[config.mk]
export PLATFORM = sky130hd
export DESIGN_NAME = playback_sequencer
export DESIGN_NICKNAME = d
export VERILOG_FILES = /design/src/rtl/playback_sequencer.sv
export SDC_FILE = /design/constraint.sdc
export NUM_CORES = 1
export LEC_CHECK = 0
export ABC_AREA = 1
export BUFFER_PORTS_ARGS = -buffer_cell sky130_fd_sc_hd__buf_2
export CORE_ASPECT_RATIO = 1.1
export CORE_UTILIZATION = 55
export CTS_CLUSTER_SIZE = 12
export DETAILED_ROUTE_END_ITERATION = 16
export GPL_TIMING_DRIVEN = 0
export PLACE_DENSITY = 0.78
export SYNTH_ARGS = -nofsm -noshare
export SYNTH_HDL_FRONTEND = slang
export SYNTH_SLANG_ARGS = --single-unit
[constraint.sdc]
create_clock -name clk -period 3.3 [get_ports clk]
set_clock_uncertainty 0.2 [all_clocks]
set_input_delay 0.33 -clock clk [delete_from_list [all_inputs] [get_ports clk]]
set_output_delay 0.33 -clock clk [all_outputs]
set_load 0.02 [all_outputs]
[src/rtl/playback_sequencer.sv]
// Playback sequencer: walks the stored-note slots, gating the tone generator per note
// with a FETCH (read settle) / NOTE (audible) / GAP (silent) cadence.
module playback_sequencer #(
    parameter int NOTE_TICKS = 25_000_000,
    parameter int GAP_TICKS  = 2_500_000,
    parameter int READ_LAT   = 2,
    parameter int START_SLOT = 1
) (
    input  logic       clk,
    input  logic       reset,
    input  logic       start,
    input  logic       stop,
    input  logic       loop_en,
    input  logic [4:0] num_notes,
    output logic       ld_play,
    output logic [3:0] note_counter,
    output logic       audio_en,
    output logic       busy,
    output logic       done
);

    localparam int MAX_NG  = (NOTE_TICKS > GAP_TICKS) ? NOTE_TICKS : GAP_TICKS;
    localparam int MAX_ALL = (MAX_NG > READ_LAT) ? MAX_NG : READ_LAT;
    localparam int TICK_W  = $clog2(MAX_ALL + 1);

    // The tick counter is loaded with (duration - 1) and counts down to zero, so every
    // state lasts exactly its duration; READ_LAT is assumed to be at least 1.
    localparam logic [TICK_W-1:0] FETCH_LOAD = TICK_W'(READ_LAT - 1);
    localparam logic [TICK_W-1:0] NOTE_LOAD  = TICK_W'(NOTE_TICKS - 1);
    localparam logic [TICK_W-1:0] GAP_LOAD   = TICK_W'(GAP_TICKS - 1);
    localparam logic [TICK_W-1:0] TICK_ONE   = TICK_W'(1);
    localparam logic [3:0]        FIRST_SLOT = 4'(START_SLOT);

    typedef enum logic [2:0] {
        IDLE,
        FETCH,
        NOTE,
        GAP,
        DONE
    } state_t;

    state_t            state;
    logic [TICK_W-1:0] tick;
    logic [4:0]        idx;
    logic [4:0]        n;
    logic [4:0]        n_clamped;

    assign n_clamped = (num_notes > 5'd16) ? 5'd16 : num_notes;

    always_ff @(posedge clk or negedge reset) begin
        if (!reset) begin
            state        <= IDLE;
            ld_play      <= 1'b0;
            note_counter <= FIRST_SLOT;
            audio_en     <= 1'b0;
            busy         <= 1'b0;
            done         <= 1'b0;
            tick         <= '0;
            idx          <= '0;
            n            <= '0;
        end else begin
            done <= 1'b0;
            // stop overrides every active state and drops the datapath controls on this edge
            if (stop && (state inside {FETCH, NOTE, GAP})) begin
                state    <= DONE;
                done     <= 1'b1;
                ld_play  <= 1'b0;
                audio_en <= 1'b0;
                tick     <= '0;
            end else begin
                case (state)
                    IDLE: begin
                        if (start && !stop && (num_notes != 5'd0)) begin
                            n            <= n_clamped;
                            note_counter <= FIRST_SLOT;
                            idx          <= '0;
                            tick         <= FETCH_LOAD;
                            ld_play      <= 1'b1;
                            busy         <= 1'b1;
                            state        <= FETCH;
                        end
                    end
                    FETCH: begin
                        if (tick == '0) begin
                            tick     <= NOTE_LOAD;
                            audio_en <= 1'b1;
                            state    <= NOTE;
                        end else begin
                            tick <= tick - TICK_ONE;
                        end
                    end
                    NOTE: begin
                        if (tick == '0) begin
                            tick     <= GAP_LOAD;
                            audio_en <= 1'b0;
                            state    <= GAP;
                        end else begin
                            tick <= tick - TICK_ONE;
                        end
                    end
                    GAP: begin
                        if (tick == '0) begin
                            if (idx < (n - 5'd1)) begin
                                idx          <= idx + 5'd1;
                                note_counter <= note_counter + 4'd1;
                                tick         <= FETCH_LOAD;
                                state        <= FETCH;
                            end else if (loop_en) begin
                                idx          <= '0;
                                note_counter <= FIRST_SLOT;
                                tick         <= FETCH_LOAD;
                                state        <= FETCH;
                            end else begin
                                done    <= 1'b1;
                                ld_play <= 1'b0;
                                tick    <= '0;
                                state   <= DONE;
                            end
                        end else begin
                            tick <= tick - TICK_ONE;
                        end
                    end
                    DONE: begin
                        busy  <= 1'b0;
                        state <= IDLE;
                    end
                    default: begin
                        ld_play  <= 1'b0;
                        audio_en <= 1'b0;
                        busy     <= 1'b0;
                        state    <= IDLE;
                    end
                endcase
            end
        end
    end

endmodule

Word-level counts from Yosys, hierarchy flattened --
Cells that the tools add are included.
Storage, ports and cells: register bits 46, output and inout port bits 8, logic and storage cells 95
Operators by class: $add $sub $neg 4, $lt $le $gt $ge 2, eq/ne operators 15, mux-type cells 43, bitwise operators 2, reductions and logical operators 20
Operator list (number):
- $mux 25 | 5
- $pmux 25 s4 | 1
- $logic_not 25->1 | 1
- $mux 5 | 5
- $sub 25x1->25 const B | 1
- $mux 3 | 7
- $mux 4 | 4
- $mux 1 | 15
- $pmux 3 s4 | 1
- $pmux 5 s2 | 1
- $reduce_and 5->1 | 2
- $reduce_bool 5->1 | 2
- $ne 3x1->1 const B | 3
- $reduce_and 3->1 | 3
- $reduce_or 3->1 | 3
- $pmux 4 s2 | 1
- $eq 3x2->1 const B | 2
- $ne 2x1->1 const B | 3
- $ne 3x2->1 const B | 2
- $ne 3x3->1 const B | 2
- $pmux 1 s3 | 2
- $add 5x1->5 const B | 1
- $gt 5x5->1 const B | 1
- $lt 5x5->1 | 1
- other kinds (14) | 17

Longest topological paths before layout --
Gate-level depths: netlist (run 1).
depth after elaboration 6, depth in mapped cells 16

Least setup slack after synthesis (run 1) --
OpenSTA, ideal clock, no wires.
kind register -> register, start point reg n[0], end point reg note_counter[3], arrival time 2.047 ns, data required time 2.983 ns, slack 0.935 ns, cell stages (with the launch flop) 15, buffers on the path 1, path through dfrtp_1 inv_1 ha_1 nand3_1 xor2_1 ha_1 nand2_1 inv_1 nand2_1 nand3_1 a31oi_4 nand3_4 buf_6 nand2_2 o21ai_2
On the way: longest elaborated chain between the ends 5
RTL lines:
- from (decl) | RTL line 45 | logic [4:0] n;
- from (signal assigned) | RTL line 74 | n <= n_clamped;
- $sub 5x1->5 * | RTL line 103 | if (idx < (n - 5'd1)) begin
- $lt 5x5->1 * | RTL line 103
- $mux 4 | RTL line 103
- $mux 4 | RTL line 102 | if (tick == '0) begin
- $pmux 4 s2 | RTL line 71 | case (state)
- to (signal assigned) | RTL line 105 | note_counter <= note_counter + 4'd1;
- to (decl) | RTL line 16 | output logic [3:0] note_counter,
Every way passes the cells marked *; elsewhere a longest branch is shown, timed or not. The select of a mux whose other input is x is not followed. A chain may end at the register's enable or synchronous reset.

Worst setup path after layout (run 1) --
Ends and elaborated chain as after synthesis.

==> flow_summary.toml, run 1 <==
[outcome]
status = "finished, violations left"
violations = "hold timing"

[floorplanning]
fp.dieW_um = 71.9
coreArea_sq_um = 5100
rows = 27
die_y_um = 78.9
ios = 18
die_area_sq_um = 5670
start_util_pct = 58.0

[grt]
antenna_found_initial = 0
grtUsageTotal_pct = 24.7
grt_max_degree = 47
grt.overflow.total = 0
grt_pass1_wl_mm = 10.8
grt_pass1_vias = 2502

[route]
dr_wl_met3_um = 284
route.detailed.drc = 0
drt_pass1_iterations = 5
drt-initial-drc-count = 109
wl_met1_mm = 2.71
num_vias = 2523
wl_per_cell_um = 13.3
top_layer = "met4"
viasPerCell = 5.27
met2WireLength_mm = 3.24
ant_nets = 0
finalWirelength_mm = 6.38

[yosys]
syn_nets = 400
synth_common_cells = "nand2_1, dfrtp_1, nor2_1"
synth.distinct_cells = 30
syn_inst = 382
synth_area_leaders = "dfrtp_1, nand2_1, nor2_1"
async_reset_ff_share_pct = 100
synth_most_common_cell = "nand2_1"
ys_ff_latch = 46
synth_area_per_cell_sq_um = 7.74
netlist_area_sq_um = 2960
synth_largest_area_cell = "dfrtp_1"
yosysTopAreaCellShare_pct = 38.1
synth_edf_count = 0
ys_warn_count = 0
ys.flop_type = "dfrtp_1"
ys_seq_area_share_pct = 39.0

[finish]
utilization_pct = 63.2
antenna_cells = 0
multi_input_area_sq_um = 1620
drive_gt1_share_pct = 17.7
fin_nets = 424
final_area_sq_um = 3220
fillCellCount = 450
syn2layout_area_growth_pct = 9.01
final-seq-area_sq_um = 1150
final_cells = 479

[sta]
hold_ws_ps = -0.900
period_share_pct = 81.0
slew_headroom_pct = 30.8
finalCriticalPeriod_ps = 2670
hold_viol = 2
setup_violations = 0
setup_tns_ps = 0
tightestPinTransition_ps = 1040
fmax_ghz = 0.374
slew_viol_final = 0
rsz0062_at_grt = "false"

[power]
ir_worst_vdd_uv = 552
p_leak_nw = 1.66
power.density_nw_per_um2 = 1010

[setup_path]
cp-end-kind = "flop"
crit_fanout = 10
crit_required_ps = 3300
arrival_ps = 2670
critPathKind = "reg2reg"
critPathLaunchType = "flop"
reg2reg_depth = 14

[clock_network]
clockBufferDepth = 2
clock_tree.root_cell = "clkbuf_8"
worstSkewPairLatency_ps = 300
h-tree-depth = 2
clkTransAtPathRegs_ps = 90
cts_buffers = 5
clock_sinks = 46
cts_hold_buf = 0
ctsResizeCount = 0
tritoncts = "yes"
postCtsSetupRepairBufs = 0

[placement]
place_area_sq_um = 3130
dp_hpwl_mm = 4.77
placed_cells = 471
routabilityCongestion = 0.881
io_buffers = 17

[run]
timing.max_cap.violations = 0

[hold_path]
hold_class = "in2async"
-- metrics by stage --
| stage | setup WS, ps | power [mW] |
|---|---|---|
| after global routing | 429 | 3.54 |
| after detailed placement | 636 | 2.87 |
| after floorplan | 935 | 2.43 |
| after global placement | 705 | 2.81 |
| after CTS | 635 | 3.24 |
| final | 626 | 3.24 |
-- registers in the layout, summed over array words and instances (netlist names) --
signal	count
audio_en	1
busy	1
done	1
idx	5
ld_play	1
n	5
note_counter	4
state	3
tick	25
-- metal layers --
layer / track usage, % / vias to the layer above
li1: - / 1270
met1: 28.1 / 1179
met2: 44.5 / 56
met3: 4.95 / 18
met4: 10.4 / 0
met5: 0 / -
-- logic make-up after synthesis --
family | share of synthesized area (%)
buf+inv | 6.31
xor+xnor | 7.41
fa+ha+maj | 3.39
compound gates | 10.9
flops | 39.0
simple gates | 33.0
-- layout make-up --
type                       count  share of cell area (%)
tap                           72                    2.80
clock inverter                 1                   0.155
timing repair buffer          17                    2.64
sequential                    46                    35.8
clock buffer                   7                    2.68
buffer                         3                   0.660
multi-input combinational    289                    50.2
inverter                      44                    5.12
-- power by group --
| group | leakage, nW | internal, mW | switching (mW) |
|---|---|---|---|
| clock network | 0.0482 | 0.169 | 0.191 |
| logic | 0.997 | 0.662 | 1.33 |
| registers | 0.616 | 0.734 | 0.156 |
-- path summary, 6_finish.rpt --
| check | slack, ps | from | end |
|---|---|---|---|
| setup / recovery | 630 | n[0]$_DFFE_PN0P_ | note_counter[3]$_DFFE_PN0P_ |
| hold / removal | -0.9 | reset | tick[12]$_DFFE_PN0P_ |
| setup reg to reg | 630 | n[0]$_DFFE_PN0P_ | note_counter[3]$_DFFE_PN0P_ |
| hold reg to reg | 290 | audio_en$_DFFE_PN0P_ | audio_en$_DFFE_PN0P_ |
| max in group asynchronous | 2250 | reset | tick[2]$_DFFE_PN0P_ |
| min in group clk | 70 | num_notes[3] | n[3]$_DFFE_PN0P_ |
-- worst max-delay path, cell delays in order, from the launching register on --
cell and delay, ps:
dfrtp_1 360, inv_1 120, ha_1 210, nand3_1 100
xor2_1 160, ha_1 290, nand2_1 90, inv_1 40
nand2_1 50, nand3_1 200, a31oi_4 260, nand3_4 170
buf_6 200, nand2_2 60, o21ai_2 50
-- cell usage in the layout, fill, tap and decap left out, drive strengths merged --
cell    netlist  final
a21oi         8      8
a31oi         2      2
buf           3     20
clkbuf        0      7
clkinv        0      1
dfrtp        45     45
dfstp         1      1
ha            8      8
inv          44     44
nand2       109    109
nand3        28     28
nand4         4      4
nor2         59     59
nor3          2      2
nor3b         2      2
o21ai        36     36
o22ai         6      6
xnor2         7      7
xor2         18     18
(Power assumes the default switching activity.)
==> run 2, diff against run 1 <==
--- a/config.mk
+++ b/config.mk
@@ -12,7 +12,7 @@
 export CTS_CLUSTER_SIZE = 12
 export DETAILED_ROUTE_END_ITERATION = 16
 export GPL_TIMING_DRIVEN = 0
-export PLACE_DENSITY = 0.78
+export PLACE_DENSITY = 0.81
 export SYNTH_ARGS = -nofsm -noshare
 export SYNTH_HDL_FRONTEND = slang
 export SYNTH_SLANG_ARGS = --single-unit
==> constraint.sdc (replaced) <==
create_clock -name clk -period 2.3 [get_ports clk]
set_clock_uncertainty 0.2 [all_clocks]
set_input_delay 0.23 -clock clk [delete_from_list [all_inputs] [get_ports clk]]
set_output_delay 0.23 -clock clk [all_outputs]
set_load 0.02 [all_outputs]
==> flow_summary.toml, run 2 (synthesis gave the netlist of run 1 again) <==
[setup_path]
slowest_delay_ps = 380
crit_family = "simple AND/OR/NAND/NOR gates"
cp_cell_sequence = "inv_2 -> ha_4 -> nand3_2 -> xor2_1 -> ha_1 -> nand2_2 -> inv_1 -> nand2_2 -> nand3_4 -> a31oi_4 -> nand3_4 -> buf_8 -> nand2_2 -> o21ai_2"
endpoint = "note_counter[3]$_DFFE_PN0P_"
reg2reg_depth = 14
arrival_ps = 2460
crit_buf_inv = 3
critPathLaunchType = "flop"
rrSetupSlack_ps = -160
cp-startpoint = "n[0]$_DFFE_PN0P_"
cp-end-kind = "flop"
crit_required_ps = 2300
cpMostUsedCell = "nand2_2"
r2r-start = "n[0]$_DFFE_PN0P_"
crit_slowest_cell = "dfrtp_1"
reg2reg_to = "note_counter[3]$_DFFE_PN0P_"
critPathKind = "reg2reg"
crit_fanout = 10
crit_cells = 14

[clock_network]
cts_buffers = 5
worstSkewPairLatency_ps = 300
h-tree-depth = 2
tritoncts = "yes"
clock_tree.root_cell = "clkbuf_8"
clockBufferDepth = 2
clock_sinks = 46
clkTransAtPathRegs_ps = 90

[route]
drt-initial-drc-count = 172
drt_pass1_iterations = 5
viasPerCell = 5.40
wl_per_cell_um = 14.4
route.detailed.drc = 0
ant_nets = 0
num_vias = 2650
finalWirelength_mm = 7.07

[finish]
mostFrequentLayoutCells = "nand2_1, dfrtp_1, nor2_1, inv_1, nand3_1"
largestRegisters = "tick: 25 flops, idx: 5 flops, n: 5 flops"
drive_gt1_share_pct = 24.1
antenna_cells = 0
syn2layout_area_growth_pct = 17.9
fin_nets = 436
final_cells = 491
regMostFlops = "tick"
final_common_cell = "nand2_1"
final_area_sq_um = 3490
largest_reg_flops = 25

[placement]
place_ws_ps = -269
dp_hpwl_mm = 4.81
routabilityCongestion = 0.901
place_area_sq_um = 3150
placed_cells = 471
io_buffers = 17

[run]
timing.max_cap.violations = 0

[grt]
grt_pass1_wl_mm = 11.6
antenna_found_initial = 0
grt_max_degree = 47
grtUsageTotal_pct = 26.4
grt.overflow.total = 0
grt_pass1_vias = 2699

[sta]
hold_viol = 0
rsz0062_at_grt = "true"
hold_ws_ps = 83.9
finalCriticalPeriod_ps = 2460
slew_viol_final = 0
setup_violations = 13
postLayoutSetupSlackWorst_ps = -161
tightestPinTransition_ps = 1030
period_share_pct = 107
fmax_ghz = 0.406
slew_headroom_pct = 31.3

[power]
power_mw = 5.13
ir_worst_vdd_uv = 1000
power.density_nw_per_um2 = 1470
p_leak_nw = 1.78

[hold_path]
hold_class = "in2reg"

[floorplanning]
die_area_sq_um = 5670
die_y_um = 78.9
rows = 27
ios = 18
start_util_pct = 58.0
coreArea_sq_um = 5100
fp.dieW_um = 71.9

[outcome]
violations = "setup timing"
status = "finished, violations left"
-- run 2: changes by cell type in the layout (fill, tap and decap cells not counted), moves of 3 or more --
cell	change
nand2_2	+4
dlygate4sd3_1	+5
nor2_1	-3
nand2_1	-11
buf_4	+6
nor2_2	+3
nand2_4	+7
-- run 2: worst min-delay path by stage --
stage / start / to / slack, ps / depth (start not counted)
5_1_grt: num_notes[4] / n[4]$_DFFE_PN0P_ / 110 / 3
3_3_place_gp: reset / tick[18]$_DFFE_PN0P_ / 260 / 1
4_1_cts: num_notes[4] / n[1]$_DFFE_PN0P_ / 70 / 4
6_report: num_notes[4] / n[1]$_DFFE_PN0P_ / 80 / 4
3_5_place_dp: reset / tick[18]$_DFFE_PN0P_ / 270 / 1
2_1_floorplan: reset / audio_en$_DFFE_PN0P_ / -270 / 0
-- run 2: through the flow --
stage | util [%] | TNS, ps
finish | 68.3 | -1440
global route | 68.3 | -3020
detailed placement | 61.8 | -2030
floorplan | - | 0
CTS | 67.1 | -873
global placement | 61.8 | -1300
-- run 2: timing repair --
item | CTS | global route
setup buffers | 4 | 3
hold buffers | 5 | 0
endpoints found under the setup margin | 12 | 19
endpoints found under the hold margin | 49 | 0
gates resized for setup | 17 | 12
pin swaps | 3 | 0
-- run 2: power by group --
group	switching (mW)	internal (mW)
sequential	0.241	1.05
combinational	2.10	1.13
clock	0.287	0.320
-- run 2: layer usage --
| metal | track usage (%) | wire length, um |
|---|---|---|
| met3 | 4.82 | 312 |
| met4 | 14.3 | 187 |
| met5 | 0 | 0 |
| met2 | 47.2 | 3660 |
| met1 | 29.6 | 2920 |
-- run 2: worst min-delay path, stage by stage --
cell and delay (ps):
buf_2 80, inv_1 80, nand3_1 90, o21ai_0 70
-- run 2: layout make-up --
class                           instances  area (sq um)
Fill cell                             376          1620
Timing Repair Buffer                   29           200
Clock inverter                          3          40.0
Inverter                               44           165
Tap cell                               72          90.1
Buffer                                  3          25.0
Clock buffer                            5          68.8
Multi-Input combinational cell        289          1740
Sequential cell                        46          1150
==> run 3, diff against run 2 <==
--- a/config.mk
+++ b/config.mk
@@ -6,13 +6,14 @@
 export NUM_CORES = 1
 export LEC_CHECK = 0
 export ABC_AREA = 1
-export BUFFER_PORTS_ARGS = -buffer_cell sky130_fd_sc_hd__buf_2
 export CORE_ASPECT_RATIO = 1.1
 export CORE_UTILIZATION = 55
 export CTS_CLUSTER_SIZE = 12
 export DETAILED_ROUTE_END_ITERATION = 16
+export DONT_BUFFER_PORTS = 1
 export GPL_TIMING_DRIVEN = 0
-export PLACE_DENSITY = 0.81
+export HOLD_SLACK_MARGIN = 0.03
+export PLACE_DENSITY = 0.75
 export SYNTH_ARGS = -nofsm -noshare
 export SYNTH_HDL_FRONTEND = slang
 export SYNTH_SLANG_ARGS = --single-unit
==> constraint.sdc (replaced) <==
create_clock -name clk -period 2.75 [get_ports clk]
set_clock_uncertainty 0.2 [all_clocks]
set_input_delay 0.275 -clock clk [delete_from_list [all_inputs] [get_ports clk]]
set_output_delay 0.275 -clock clk [all_outputs]
set_load 0.02 [all_outputs]
==> flow_summary.toml, run 3 (synthesis gave the netlist of run 1 again) <==
[grt]
grt.overflow.total = 0
grt_pass1_vias = 2501
use_met3_pct = 4.82
use_met2_pct = 43.5
grtUsageTotal_pct = 25.2
grt_busiest_layer = "met2"
antenna_found_initial = 0
grt_max_degree = 47
grtUsageMet1_pct = 29.8
grt_pass1_wl_mm = 11.0

[route]
viasPerCell = 5.30
drt-initial-drc-count = 125
wl_per_cell_um = 13.4
num_vias = 2489
drt_pass1_iterations = 4
ant_nets = 0
route.detailed.drc = 0
finalWirelength_mm = 6.28

[setup_path]
rrSetupSlack_ps = 200
critPathKind = "reg2reg"
crit_slowest_cell = "dfrtp_1"
cp-end-kind = "flop"
critPathLaunchType = "flop"
crit_family = "simple AND/OR/NAND/NOR gates"
crit_buf_inv = 2
crit_fanout = 10
slowest_delay_ps = 370
crit_required_ps = 2740
cp_cell_sequence = "inv_1 -> ha_2 -> nand3_1 -> xor2_1 -> ha_1 -> a21oi_1 -> nand3_2 -> a31oi_4 -> nand3_4 -> buf_6 -> nand2_2 -> o21ai_2"
arrival_ps = 2550

[sta]
hold_viol = 0
setup_violations = 0
tightestPinTransition_ps = 587
fmax_ghz = 0.392
rsz0062_at_grt = "false"
slew_headroom_pct = 60.5
finalCriticalPeriod_ps = 2550
setup_tns_ps = 0
period_share_pct = 92.8
slew_viol_final = 0

[placement]
routabilityCongestion = 0.857
dp_hpwl_mm = 4.67
io_buffers = 0

[floorplanning]
start_util_pct = 58.0
ios = 18
coreArea_sq_um = 5100
die_area_sq_um = 5670
die_y_um = 78.9
fp.dieW_um = 71.9
rows = 27

[power]
p_leak_nw = 1.63
power.density_nw_per_um2 = 1190
ir_worst_vdd_uv = 528

[finish]
fin_nets = 415
largest_reg_flops = 25
final_common_cell = "nand2_1"
mostFrequentLayoutCells = "nand2_1, dfrtp_1, nor2_1, inv_1, nand3_1"
syn2layout_area_growth_pct = 9.69
regMostFlops = "tick"
drive_gt1_share_pct = 15.3
antenna_cells = 0
largestRegisters = "tick: 25 flops, idx: 5 flops, n: 5 flops"
utilization_pct = 63.6

[clock_network]
cts_buffers = 5
worstSkewPairLatency_ps = 300
tritoncts = "yes"
clockBufferDepth = 2
clkTransAtPathRegs_ps = 90
clock_tree.root_cell = "clkbuf_8"
h-tree-depth = 2
clock_sinks = 46

[outcome]
status = "complete, no violations"

[hold_path]
hold_class = "in2reg"

[run]
timing.max_cap.violations = 0
run 3: changes by cell type in the layout (fill, tap and decap cells not counted), sizes merged:
cell         change
bufinv           -1
dlygate4sd3      +1
clkinv           -1
buf             -22
clkbuf           +2
run 3: per-layer routing:
metal / up-vias / part of all wire (%)
li1: 1250 / -
met1: 1167 / 43
met2: 53 / 50
met3: 19 / 3.3
met4: 0 / 3.6
met5: - / 0
run 3: worst reg2reg max path, stage by stage, from the launching register on:
cell and delay, ps:
dfrtp_1 370, inv_1 100, ha_2 200, nand3_1 90, xor2_1 150, ha_1 290
a21oi_1 170, nand3_2 180, a31oi_4 250, nand3_4 160, buf_6 190, nand2_2 60
o21ai_2 50
run 3: worst paths after layout:
check	from	depth (start not counted)	end
max in group asynchronous	reset	2	note_counter[0]$_DFFE_PN1P_
worst max-delay path	n[1]$_DFFE_PN0P_	12	note_counter[3]$_DFFE_PN0P_
min in group asynchronous	reset	2	tick[24]$_DFFE_PN0P_
worst min register to register	idx[0]$_DFFE_PN0P_	2	idx[0]$_DFFE_PN0P_
worst max register to register	n[1]$_DFFE_PN0P_	12	note_counter[3]$_DFFE_PN0P_
worst min-delay path	num_notes[4]	3	n[1]$_DFFE_PN0P_
run 3: what timing repair did:
action | in CTS | in global routing
endpoints found under the setup margin | 0 | 9
hold buffers | 7 | 0
gates resized for setup | 0 | 4
endpoints found under the hold margin | 50 | 0
setup buffers | 0 | 1
run 3: where the power goes:
group / internal, mW / total [mW] / switching, mW
Combinational: 0.778 / 2.29 / 1.51
Clock: 0.203 / 0.436 / 0.233
Sequential: 0.881 / 1.12 / 0.243
Total: 1.86 / 3.85 / 1.98
run 3: metrics by stage:
step	power [mW]	hold WS (ps)	area, sq um	worst slack [ps]	instances
3_5_place_dp	3.37	-219	3050	109	454
5_1_grt	4.22	78.2	3240	1.33	470
4_1_cts	3.84	31.6	3230	86.7	469
3_3_place_gp	3.32	-219	3050	141	454
2_1_floorplan	2.91	-221	2960	385	382
6_report	3.85	45.0	3240	198	470
run 3: cell type report:
cell class	instances	area, sq um
Buffer	3	21.3
Clock buffer	7	86.3
Clock inverter	1	5.00
Fill cell	457	1860
Inverter	44	165
Multi-Input combinational cell	289	1630
Sequential cell	46	1150
Tap cell	72	90.1
Timing Repair Buffer	8	95.1
